### config.mk
export PLATFORM = sky130hd
export DESIGN_NAME = minibus_arbiter_flat
export DESIGN_NICKNAME = d
export VERILOG_FILES = /design/src/rtl/minibus_pkg.sv /design/src/rtl/minibus_arbiter_if.sv /design/src/rtl/minibus_arbiter_rr_picker.sv /design/src/rtl/minibus_arbiter.sv /design/src/flat_wrapper.sv
export SDC_FILE = /design/constraint.sdc
export NUM_CORES = 1
export LEC_CHECK = 0
export ABC_AREA = 1
export CAP_MARGIN = 10
export CELL_PAD_IN_SITES_DETAIL_PLACEMENT = 1
export CELL_PAD_IN_SITES_GLOBAL_PLACEMENT = 2
export CORE_AREA = 8 8 212 214
export CTS_BUF_LIST = sky130_fd_sc_hd__clkbuf_16
export DETAILED_ROUTE_END_ITERATION = 12
export DIE_AREA = 0 0 220 222
export GPL_TIMING_DRIVEN = 0
export PLACE_DENSITY_LB_ADDON = 0.1
export SYNTH_ARGS = -nofsm -noshare
export SYNTH_HDL_FRONTEND = slang
export SYNTH_SLANG_ARGS = --single-unit
export TNS_END_PERCENT = 20
### constraint.sdc
create_clock -name CLK -period 3 [get_ports CLK]
set_input_delay 0.6 -clock CLK [delete_from_list [all_inputs] [get_ports CLK]]
set_output_delay 0.6 -clock CLK [all_outputs]
set_load 0.005 [all_outputs]
### src/rtl/minibus_pkg.sv
// Shared minibus payload types and the arbiter state encoding.
package minibus_pkg;

  localparam int unsigned ADDR_W = 32;
  localparam int unsigned DATA_W = 32;

  typedef struct packed {
    logic              ren;
    logic              wen;
    logic [ADDR_W-1:0] addr;
    logic [DATA_W-1:0] wdata;
  } minibus_req_t;

  typedef struct packed {
    logic              ready;
    logic              error;
    logic [DATA_W-1:0] rdata;
  } minibus_res_t;

  typedef enum logic {
    ARB_IDLE = 1'b0,
    ARB_BUSY = 1'b1
  } arb_state_t;

endpackage

### src/rtl/minibus_arbiter_if.sv
// Bundle of the per-master request/response ports, the shared decoder port and arbiter status.
interface minibus_arbiter_if #(
  parameter int unsigned N_MASTERS = 4
);
  import minibus_pkg::*;

  minibus_req_t         m_req [N_MASTERS];
  minibus_res_t         m_res [N_MASTERS];
  minibus_req_t         s_req;
  minibus_res_t         s_res;
  logic [N_MASTERS-1:0] grant;
  logic                 busy;

  // Requesters and the decoder side drive the bus.
  modport master (
    output m_req, s_res,
    input  m_res, s_req, grant, busy
  );

  // The arbiter itself.
  modport slave (
    input  m_req, s_res,
    output m_res, s_req, grant, busy
  );

endinterface

### src/rtl/minibus_arbiter_rr_picker.sv
// Combinational round-robin picker: first set request at or after ptr, wrapping modulo N.
module rr_picker #(
  parameter  int unsigned N     = 4,
  localparam int unsigned PTR_W = (N > 1) ? $clog2(N) : 1
) (
  input  logic [N-1:0]     req,
  input  logic [PTR_W-1:0] ptr,
  output logic [N-1:0]     winner,
  output logic             valid
);

  localparam int unsigned SUM_W = PTR_W + 1;

  logic [SUM_W-1:0] pos;
  logic [PTR_W-1:0] idx;

  always_comb begin
    winner = '0;
    valid  = 1'b0;
    pos    = '0;
    idx    = '0;
    for (int unsigned k = 0; k < N; k++) begin
      pos = {1'b0, ptr} + SUM_W'(k);
      if (pos >= SUM_W'(N)) begin
        pos = pos - SUM_W'(N);
      end
      idx = pos[PTR_W-1:0];
      if (!valid && req[idx]) begin
        winner[idx] = 1'b1;
        valid       = 1'b1;
      end
    end
  end

endmodule

### src/rtl/minibus_arbiter.sv
// Round-robin arbiter sharing one minibus port between N_MASTERS requesters,
// holding each grant until completion, abort or timeout.
module minibus_arbiter #(
  parameter int unsigned N_MASTERS      = 4,
  parameter int unsigned TIMEOUT_CYCLES = 256
) (
  input logic              CLK,
  input logic              nRST,
  minibus_arbiter_if.slave bus
);
  import minibus_pkg::*;

  localparam int unsigned PTR_W      = $clog2(N_MASTERS);
  localparam int unsigned TIMER_W    = (TIMEOUT_CYCLES > 0) ? $clog2(TIMEOUT_CYCLES + 1) : 1;
  localparam int unsigned TIMER_LAST = (TIMEOUT_CYCLES > 0) ? TIMEOUT_CYCLES - 1 : 0;
  localparam bit          TIMEOUT_EN = (TIMEOUT_CYCLES > 0);

  arb_state_t           state;
  logic [N_MASTERS-1:0] grant_q;
  logic                 busy_q;
  logic [PTR_W-1:0]     rr_ptr;
  logic [PTR_W-1:0]     g_idx;
  logic [TIMER_W-1:0]   timer;

  logic [N_MASTERS-1:0] req_vec;
  logic [N_MASTERS-1:0] winner;
  logic                 pick_valid;
  logic [PTR_W-1:0]     win_idx;
  logic [PTR_W-1:0]     next_ptr;
  logic                 g_active;
  logic                 expire;
  logic                 finish;

  always_comb begin
    req_vec = '0;
    for (int unsigned i = 0; i < N_MASTERS; i++) begin
      req_vec[i] = bus.m_req[i].ren | bus.m_req[i].wen;
    end
  end

  rr_picker #(
    .N (N_MASTERS)
  ) u_picker (
    .req    (req_vec),
    .ptr    (rr_ptr),
    .winner (winner),
    .valid  (pick_valid)
  );

  always_comb begin
    win_idx = '0;
    for (int unsigned i = 0; i < N_MASTERS; i++) begin
      if (winner[i]) begin
        win_idx = PTR_W'(i);
      end
    end
  end

  // Transaction end conditions; a slave ready in the expiry cycle beats the timeout.
  always_comb begin
    g_active = req_vec[g_idx];
    expire   = TIMEOUT_EN && (state == ARB_BUSY) && g_active && !bus.s_res.ready &&
               (timer == TIMER_W'(TIMER_LAST));
    finish   = (state == ARB_BUSY) && (bus.s_res.ready || expire || !g_active);
    next_ptr = (g_idx == PTR_W'(N_MASTERS - 1)) ? '0 : g_idx + PTR_W'(1);
  end

  always_ff @(posedge CLK or negedge nRST) begin
    if (!nRST) begin
      state   <= ARB_IDLE;
      grant_q <= '0;
      busy_q  <= 1'b0;
      rr_ptr  <= '0;
      g_idx   <= '0;
      timer   <= '0;
    end else begin
      case (state)
        ARB_IDLE: begin
          if (pick_valid) begin
            state   <= ARB_BUSY;
            grant_q <= winner;
            busy_q  <= 1'b1;
            g_idx   <= win_idx;
            timer   <= '0;
          end
        end
        ARB_BUSY: begin
          if (finish) begin
            state   <= ARB_IDLE;
            grant_q <= '0;
            busy_q  <= 1'b0;
            rr_ptr  <= next_ptr;
            timer   <= '0;
          end else if (timer != '1) begin
            timer <= timer + TIMER_W'(1);
          end
        end
        default: begin
          state   <= ARB_IDLE;
          grant_q <= '0;
          busy_q  <= 1'b0;
        end
      endcase
    end
  end

  // Request/response steering; everything is zero outside BUSY.
  always_comb begin
    bus.s_req = '0;
    for (int unsigned i = 0; i < N_MASTERS; i++) begin
      bus.m_res[i] = '0;
    end
    if (state == ARB_BUSY) begin
      if (expire) begin
        bus.m_res[g_idx].ready = 1'b1;
        bus.m_res[g_idx].error = 1'b1;
      end else begin
        bus.s_req        = bus.m_req[g_idx];
        bus.m_res[g_idx] = bus.s_res;
      end
    end
  end

  assign bus.grant = grant_q;
  assign bus.busy  = busy_q;

  grant_onehot_a : assert property (@(posedge CLK) disable iff (!nRST)
    $onehot0(grant_q) && (busy_q == (|grant_q)));

endmodule

### src/flat_wrapper.sv
// flat-port wrapper written by rule: the top's interface ports become plain ports
module minibus_arbiter_flat import minibus_pkg::*;
#(
  parameter int unsigned N_MASTERS      = 4,
  parameter int unsigned TIMEOUT_CYCLES = 256
)
  (CLK, nRST, bus_m_req, bus_s_res, bus_m_res, bus_s_req, bus_grant, bus_busy);
  minibus_arbiter_if #(.N_MASTERS(N_MASTERS)) bus_i ();
  input logic CLK;
  input logic nRST;
  input wire logic [$bits(bus_i.m_req)-1:0] bus_m_req;
  input wire logic [$bits(bus_i.s_res)-1:0] bus_s_res;
  output wire logic [$bits(bus_i.m_res)-1:0] bus_m_res;
  output wire logic [$bits(bus_i.s_req)-1:0] bus_s_req;
  output wire logic [$bits(bus_i.grant)-1:0] bus_grant;
  output wire logic [$bits(bus_i.busy)-1:0] bus_busy;
  assign bus_i.m_req = {>>{bus_m_req}};
  assign bus_i.s_res = bus_s_res;
  assign bus_m_res = {>>{bus_i.m_res}};
  assign bus_s_req = bus_i.s_req;
  assign bus_grant = bus_i.grant;
  assign bus_busy = bus_i.busy;
  minibus_arbiter #(.N_MASTERS(N_MASTERS), .TIMEOUT_CYCLES(TIMEOUT_CYCLES)) u_core (.CLK(CLK), .nRST(nRST), .bus(bus_i));
endmodule
==> flow_metrics.tcl, run 1 <==
set metrics [dict create \
    violated_checks "setup timing" \
    synth.net_count 1217 \
    cts-root-to-sink-buffers 2 \
    hp-class "flop to flop" \
    multi_input_comb_area_um2 4140 \
    gp_congestion 0.778 \
    gate_count_after_technology_mapping 902 \
    setup_viol 159 \
    final-seq-area_um2 477 \
    antenna_found_initial 16 \
    route.detailed.wl_per_inst_um 21.9 \
    grt_remaining_overflow 0 \
    pwr_density_cell_nw_per_um2 720 \
    layout-area-overhead-vs-synth_pct 138 \
    yosys-top-cells-area "sky130_fd_sc_hd__nor2_1 34%, sky130_fd_sc_hd__o21ai_0 15%, sky130_fd_sc_hd__dfrtp_1 11%" \
    yosysUniqueCellTypes 36 \
    placement.setup.worst_slack_ns -0.970 \
    ffs_latches_synth 19 \
    finalHoldViolCount 0 \
    ctsRootBufferMaster "sky130_fd_sc_hd__clkbuf_16" \
    grt_start_max_net_pins 20 \
    yosys.area.top_type_share 0.338 \
    tritoncts_clock_tree "done" \
    htree_levels 1 \
    clkSlewWorstSetupHoldPaths_ns 0.06 \
    numCtsBuffers 3 \
    path_buf_inv 4 \
    die_height_um 222 \
    status "complete, but fails checks" \
    first_global_vias 8674 \
    route.vias.total 8041 \
    dr_pass1_iterations 4 \
    count_of_port_buffers_added_during_placement 506 \
    fillCellCount 5226 \
    report.power.total_w 0.00777 \
    smallest_setup_slack_after_layout_ns -0.181 \
    design.final.nets 1773 \
    ir_drop_worst_case_vdd_mv 0.300 \
    path_max_fanout 5 \
    worst-setup-path-type "flop to primary output" \
    start_util 0.109 \
    timing.final.max_slew_violations 0 \
    cp_slowest_cell "sky130_fd_sc_hd__dfrtp_1" \
    drcViolationCount 0 \
    worst_setup_path_start_kind "flop" \
    fp-row-count 75 \
    initialDrtViolationCount 197 \
    finalCritPeriodShare 1.06 \
    drive_above_1_share 0.269 \
    finalClockSkew_ns 0.000802 \
    fp.dieArea_um2 48800 \
    insertion_delay_ns 0.25 \
    ant_nets 0 \
    p_leak_nw 4.87 \
    rsz0062_at_grt "yes" \
    data_arrival_time_of_the_critical_path_ns 2.58 \
    critical_path.cell_chain "ha_4 > nand2_4 > nor4_4 > ha_2 > inv_2 > nor3_4 > nand3_4 > clkbuf_16 > clkbuf_16 > nand2_4 > nor2_1 > dlygate4sd2_1" \
    drt_wl_total_mm 43.8 \
    ys.warnings.count 0 \
    maxClockFrequency_ghz 0.314 \
    cts_num_sinks 19 \
    chipWidth_um 220 \
    critical_path.top_delay_family "simple AND/OR/NAND/NOR gates" \
    slew_headroom 0.363 \
    yosysSeqAreaShare 0.105 \
    detailedPlacementHpwl_mm 37.0 \
    design.portCount 507 \
    critical_path_required_ns 2.40 \
    vias_per_cell 4.02 \
    worst_path_largest_cell_delay_ns 0.41 \
    maxCapViolCount 0 \
    tightest_slew_ns 0.953 \
    grt_first_pass_wirelength_mm 60.6 \
    cell_type_contributing_the_most_total_cell_area_after_synthesis "sky130_fd_sc_hd__nor2_1" \
    grt_overall_usage 0.166 \
    final_period_minus_worst_setup_slack_ns 3.18 \
    synth_area_um2 4530 \
    endpoint_kind "primary output" \
    postSynthAreaPerCell_um2 5.02 \
    floorplan.core_area_um2 41500 \
]
cells by family (layout without fill, tap and decap cells):
group | after synthesis | in the layout | synth area share
compound gates | 218 | 218 | 0.255
xor+xnor | 5 | 5 | 0.00967
fa+ha+maj | 15 | 15 | 0.0415
buf+inv | 97 | 652 | 0.0962
flops | 19 | 19 | 0.105
other cells | 0 | 6 | 0
simple gates | 548 | 548 | 0.492
worst register-to-register path: cells and delay by family, from the launching register on:
kind / cells / cell delay, ns
DFF: 1 / 0.41
buffers and inverters: 11 / 1.14
and+or+nand+nor: 6 / 0.76
AOI/OAI and AO/OA: 1 / 0.28
adders and majority gates: 2 / 0.41
power breakdown:
part           total, W  internal, W  switching [W]
combinational   0.00705      0.00289        0.00416
sequential     0.000433     0.000328       0.000106
clock          0.000284     0.000180       0.000104
total           0.00777      0.00340        0.00437
synth_stat cells, drive strengths merged:
library cell  number
ha                15
nand4              4
xnor2              1
nor2             413
or2                1
nand3             22
clkbuf            42
o21ai            145
buf               26
o22ai              1
nand2             97
dfrtp             19
nor4               1
o31ai              1
nor3              10
xor2               4
o2111ai            1
a21oi             68
inv               29
o211ai             2
what timing repair did:
item                       4_1_cts  5_1_grt
gates cloned                     2        6
hold buffers                     0        0
setup endpoints to repair      202      219
buffers inserted                24       17
resized for setup              474      391
pin swaps                       11        9
layout make-up:
| type | instances | area share |
|---|---|---|
| buffer | 65 | 0.0470 |
| clock buffer | 3 | 0.00696 |
| clock inverter | 1 | 0.000696 |
| multi-input combinational | 786 | 0.384 |
| tap | 539 | 0.0625 |
| inverter | 29 | 0.0108 |
| sequential | 19 | 0.0442 |
| timing repair buffer | 554 | 0.442 |
| antenna | 6 | 0.00139 |
state kept, by name (all words and copies together), names as in the netlist:
signal	count
u_core.bus.grant	4
u_core.state	1
u_core.rr_ptr	2
u_core.bus.busy	1
u_core.timer	9
u_core.g_idx	2
routing by layer:
layer / vias up / part of all wire / wire (um) / global-route usage
met2: 325 / 0.52 / 22900 / 0.320
met4: 26 / 0.0057 / 250 / 0.00749
met5: - / 0.0039 / 172 / 0
met1: 3636 / 0.36 / 15700 / 0.164
met3: 36 / 0.11 / 4750 / 0.0790
li1: 4018 / - / - / -
placed cells by master, fill, tap and decap left out, drive strengths merged:
cell	netlist	routed
inv	29	29
nor3	10	10
o21ai	145	145
xor2	4	4
clkdlybuf4s50	0	302
buf	26	130
nor2	413	413
ha	15	15
a21oi	68	68
o2111ai	1	1
o211ai	2	2
o31ai	1	1
xnor2	1	1
nor4	1	1
or2	1	1
dlygate4sd2	0	3
o22ai	1	1
dlymetal6s2s	0	7
clkinvlp	0	1
diode	0	6
nand3	22	22
bufbuf	0	1
nand2	97	97
clkbuf	42	179
dfrtp	19	19
nand4	4	4
stage by stage:
stage	cell area [um^2]	std cells	hold WS (ns)	setup TNS, ns	utilization
final	10800	2002	0.520	-10.10	0.260
after global routing	10800	1997	0.548	-44.23	0.260
after floorplan	4530	902	0.304	0	-
after detailed placement	10300	1947	0.512	-151.13	0.248
after global placement	10300	1947	0.511	-153.05	0.248
after CTS	10900	1977	0.529	-21.04	0.262
worst paths after layout:
| kind | start | end | slack, ns | depth (start not counted) |
|---|---|---|---|---|
| setup reg to reg | u_core.timer[0]$_DFFE_PN0P_ | u_core.timer[0]$_DFFE_PN0P_ | -0.08 | 20 |
| min in group asynchronous | nRST | u_core.timer[7]$_DFFE_PN0P_ | 0.88 | 1 |
| setup / recovery | u_core.timer[0]$_DFFE_PN0P_ | bus_m_res[122] | -0.18 | 12 |
| hold / removal | u_core.bus.busy$_DFFE_PN0P_ | u_core.bus.busy$_DFFE_PN0P_ | 0.52 | 2 |
| hold reg to reg | u_core.bus.busy$_DFFE_PN0P_ | u_core.bus.busy$_DFFE_PN0P_ | 0.52 | 2 |
| max in group asynchronous | nRST | u_core.g_idx[1]$_DFFE_PN0P_ | 1.47 | 1 |
(Power assumes the default switching activity.)
==> run 2: changes to the inputs <==
MAX_ROUTING_LAYER = met4   (was not set)
==> run 2 against run 1 <==
Critical path depth is the same. Sequential share of layout area is essentially flat. Worst hold slack is essentially flat. Fmax shrank 0.14%. First-iteration DRC count shrank 4.1%. Wire length shrank 0.17%. Largest power group unchanged. The flow still finishes with violations (setup timing). Combinational power is essentially flat.
==> flow_metrics.tcl, run 2 (synthesis results as in run 1) <==
set metrics [dict create \
    worst_setup_path_start_kind "flop" \
    critical_path.top_delay_family "simple AND/OR/NAND/NOR gates" \
    start_util 0.109 \
    finalCritPeriodShare 1.06 \
    worst_path_largest_cell_delay_ns 0.41 \
    drcViolationCount 0 \
    floorplan.core_area_um2 41500 \
    dr_pass1_iterations 4 \
    drt_wl_total_mm 43.7 \
    worst-setup-path-type "flop to primary output" \
    antenna_found_initial 17 \
    worst_hold_margin_ns 0.520 \
    maxCapViolCount 0 \
    route.vias.total 8039 \
    placedInstanceArea_um2 10300 \
    clkSlewWorstSetupHoldPaths_ns 0.06 \
    rsz0062_at_grt "yes" \
    chipWidth_um 220 \
    die_height_um 222 \
    finish.instance_area_um2 10800 \
    final_period_minus_worst_setup_slack_ns 3.19 \
    cts-root-to-sink-buffers 2 \
    status "complete, but fails checks" \
    numCtsBuffers 3 \
    pwr_density_cell_nw_per_um2 717 \
    grt_first_pass_wirelength_mm 60.5 \
    fin_setup_tns_ns -10.68 \
    highest_count_cells_in_the_layout_ignoring_fill_and_taps "390 x sky130_fd_sc_hd__nor2_1, 302 x sky130_fd_sc_hd__clkdlybuf4s50_1, 134 x sky130_fd_sc_hd__clkbuf_2, 134 x sky130_fd_sc_hd__o21ai_0, 69 x sky130_fd_sc_hd__buf_2" \
    layout-area-overhead-vs-synth_pct 139 \
    insertion_delay_ns 0.25 \
    design.final.nets 1773 \
    gp_congestion 0.788 \
    count_of_port_buffers_added_during_placement 506 \
    critical_path.cell_chain "ha_4 > nand2_4 > nor4_4 > ha_2 > inv_2 > nor3_4 > nand3_4 > clkbuf_16 > clkbuf_16 > nand2_4 > nor2_1 > dlygate4sd2_1" \
    finalCoreUtilization 0.261 \
    fp.dieArea_um2 48800 \
    tightest_slew_ns 0.963 \
    initialDrtViolationCount 189 \
    p_leak_nw 4.87 \
    detailedPlacementHpwl_mm 37.0 \
    ctsRootBufferMaster "sky130_fd_sc_hd__clkbuf_16" \
    fp-row-count 75 \
    endpoint_kind "primary output" \
    fillCellCount 5239 \
    ir_drop_worst_case_vdd_mv 0.300 \
    data_arrival_time_of_the_critical_path_ns 2.59 \
    timing.final.max_slew_violations 0 \
    grt_start_max_net_pins 20 \
    drive_above_1_share 0.270 \
    vias_per_cell 3.99 \
    slew_headroom 0.356 \
    finalHoldViolCount 0 \
    cts_num_sinks 19 \
    violated_checks "setup timing" \
    largest_reg_flops 9 \
    maxClockFrequency_ghz 0.314 \
    ant_nets 0 \
    tritoncts_clock_tree "done" \
    design.portCount 507 \
    setup_viol 162 \
    hp-class "flop to flop" \
    path_buf_inv 4 \
    route.detailed.wl_per_inst_um 21.7 \
    report.power.total_w 0.00777 \
    htree_levels 1 \
    critical_path_required_ns 2.40 \
    first_global_vias 8708 \
    grt_overall_usage 0.170 \
    finalClockSkew_ns 0.00111 \
    layout.cells.most_common "sky130_fd_sc_hd__nor2_1" \
    grt_remaining_overflow 0 \
    path_max_fanout 5 \
    regMostFlops "u_core.timer" \
    smallest_setup_slack_after_layout_ns -0.185 \
    cp_slowest_cell "sky130_fd_sc_hd__dfrtp_1" \
]
-- run 2: stage by stage --
stage	setup slack, ns	std cells
detailed placement	-0.970	1947
floorplan	0.353	902
CTS	-0.279	1977
global placement	-1.02	1947
finish	-0.185	2017
global route	-0.344	2013
-- run 2: routing by layer --
layer	vias up	routed length (um)	share of wire	GRT usage
met5	-	0	0	-
met4	0	342	0.0078	0.00749
met3	14	4720	0.11	0.0750
met2	334	22800	0.52	0.322
met1	3645	15800	0.36	0.166
li1	4046	-	-	-
-- run 2: timing repair --
action / in CTS / in global routing
cloned: 2 / 6
resized for setup: 474 / 397
setup endpoints to repair: 202 / 219
buffers inserted: 24 / 17
pin swaps: 11 / 9
hold buffers: 0 / 0
-- run 2: final timing paths --
kind / cells past startpoint / startpoint / slack (ns) / end
max in group asynchronous: 1 / nRST / 1.47 / u_core.g_idx[1]$_DFFE_PN0P_
setup reg to reg: 20 / u_core.timer[0]$_DFFE_PN0P_ / -0.08 / u_core.timer[0]$_DFFE_PN0P_
min in group asynchronous: 1 / nRST / 0.88 / u_core.timer[7]$_DFFE_PN0P_
hold / removal: 2 / u_core.bus.busy$_DFFE_PN0P_ / 0.52 / u_core.bus.busy$_DFFE_PN0P_
hold reg to reg: 2 / u_core.bus.busy$_DFFE_PN0P_ / 0.52 / u_core.bus.busy$_DFFE_PN0P_
setup / recovery: 12 / u_core.timer[0]$_DFFE_PN0P_ / -0.19 / bus_m_res[122]
-- run 2: power breakdown --
| group | internal [W] | switching, W | total (W) |
|---|---|---|---|
| Clock | 0.000180 | 0.000105 | 0.000285 |
| Combinational | 0.00290 | 0.00415 | 0.00705 |
| Sequential | 0.000328 | 0.000106 | 0.000434 |
-- run 2: area by class of cell --
class                           count  area (um^2)  share of cell area
Inverter                           29          119              0.0110
Buffer                             65          507              0.0468
Sequential cell                    19          477              0.0440
Tap cell                          539          674              0.0622
Antenna cell                       21         52.6             0.00485
Timing Repair Buffer              554         4780               0.441
Multi-Input combinational cell    786         4150               0.383
Clock buffer                        3         75.1             0.00693
Clock inverter                      1         7.51            0.000693
-- run 2: worst reg2reg max path: stages, from the launching register on --
cell and delay [ns]:
sky130_fd_sc_hd__dfrtp_1 0.41, sky130_fd_sc_hd__ha_4 0.17, sky130_fd_sc_hd__nand2_4 0.06, sky130_fd_sc_hd__nor4_4 0.30, sky130_fd_sc_hd__ha_2 0.24, sky130_fd_sc_hd__inv_2 0.05, sky130_fd_sc_hd__buf_4 0.13, sky130_fd_sc_hd__buf_6 0.10
sky130_fd_sc_hd__buf_6 0.10, sky130_fd_sc_hd__buf_6 0.10, sky130_fd_sc_hd__buf_6 0.10, sky130_fd_sc_hd__buf_6 0.10, sky130_fd_sc_hd__buf_6 0.10, sky130_fd_sc_hd__buf_6 0.10, sky130_fd_sc_hd__buf_6 0.10, sky130_fd_sc_hd__o2111ai_4 0.28
sky130_fd_sc_hd__nand2_4 0.13, sky130_fd_sc_hd__nand3_4 0.14, sky130_fd_sc_hd__buf_12 0.16, sky130_fd_sc_hd__nand2_2 0.05, sky130_fd_sc_hd__nand2_1 0.07
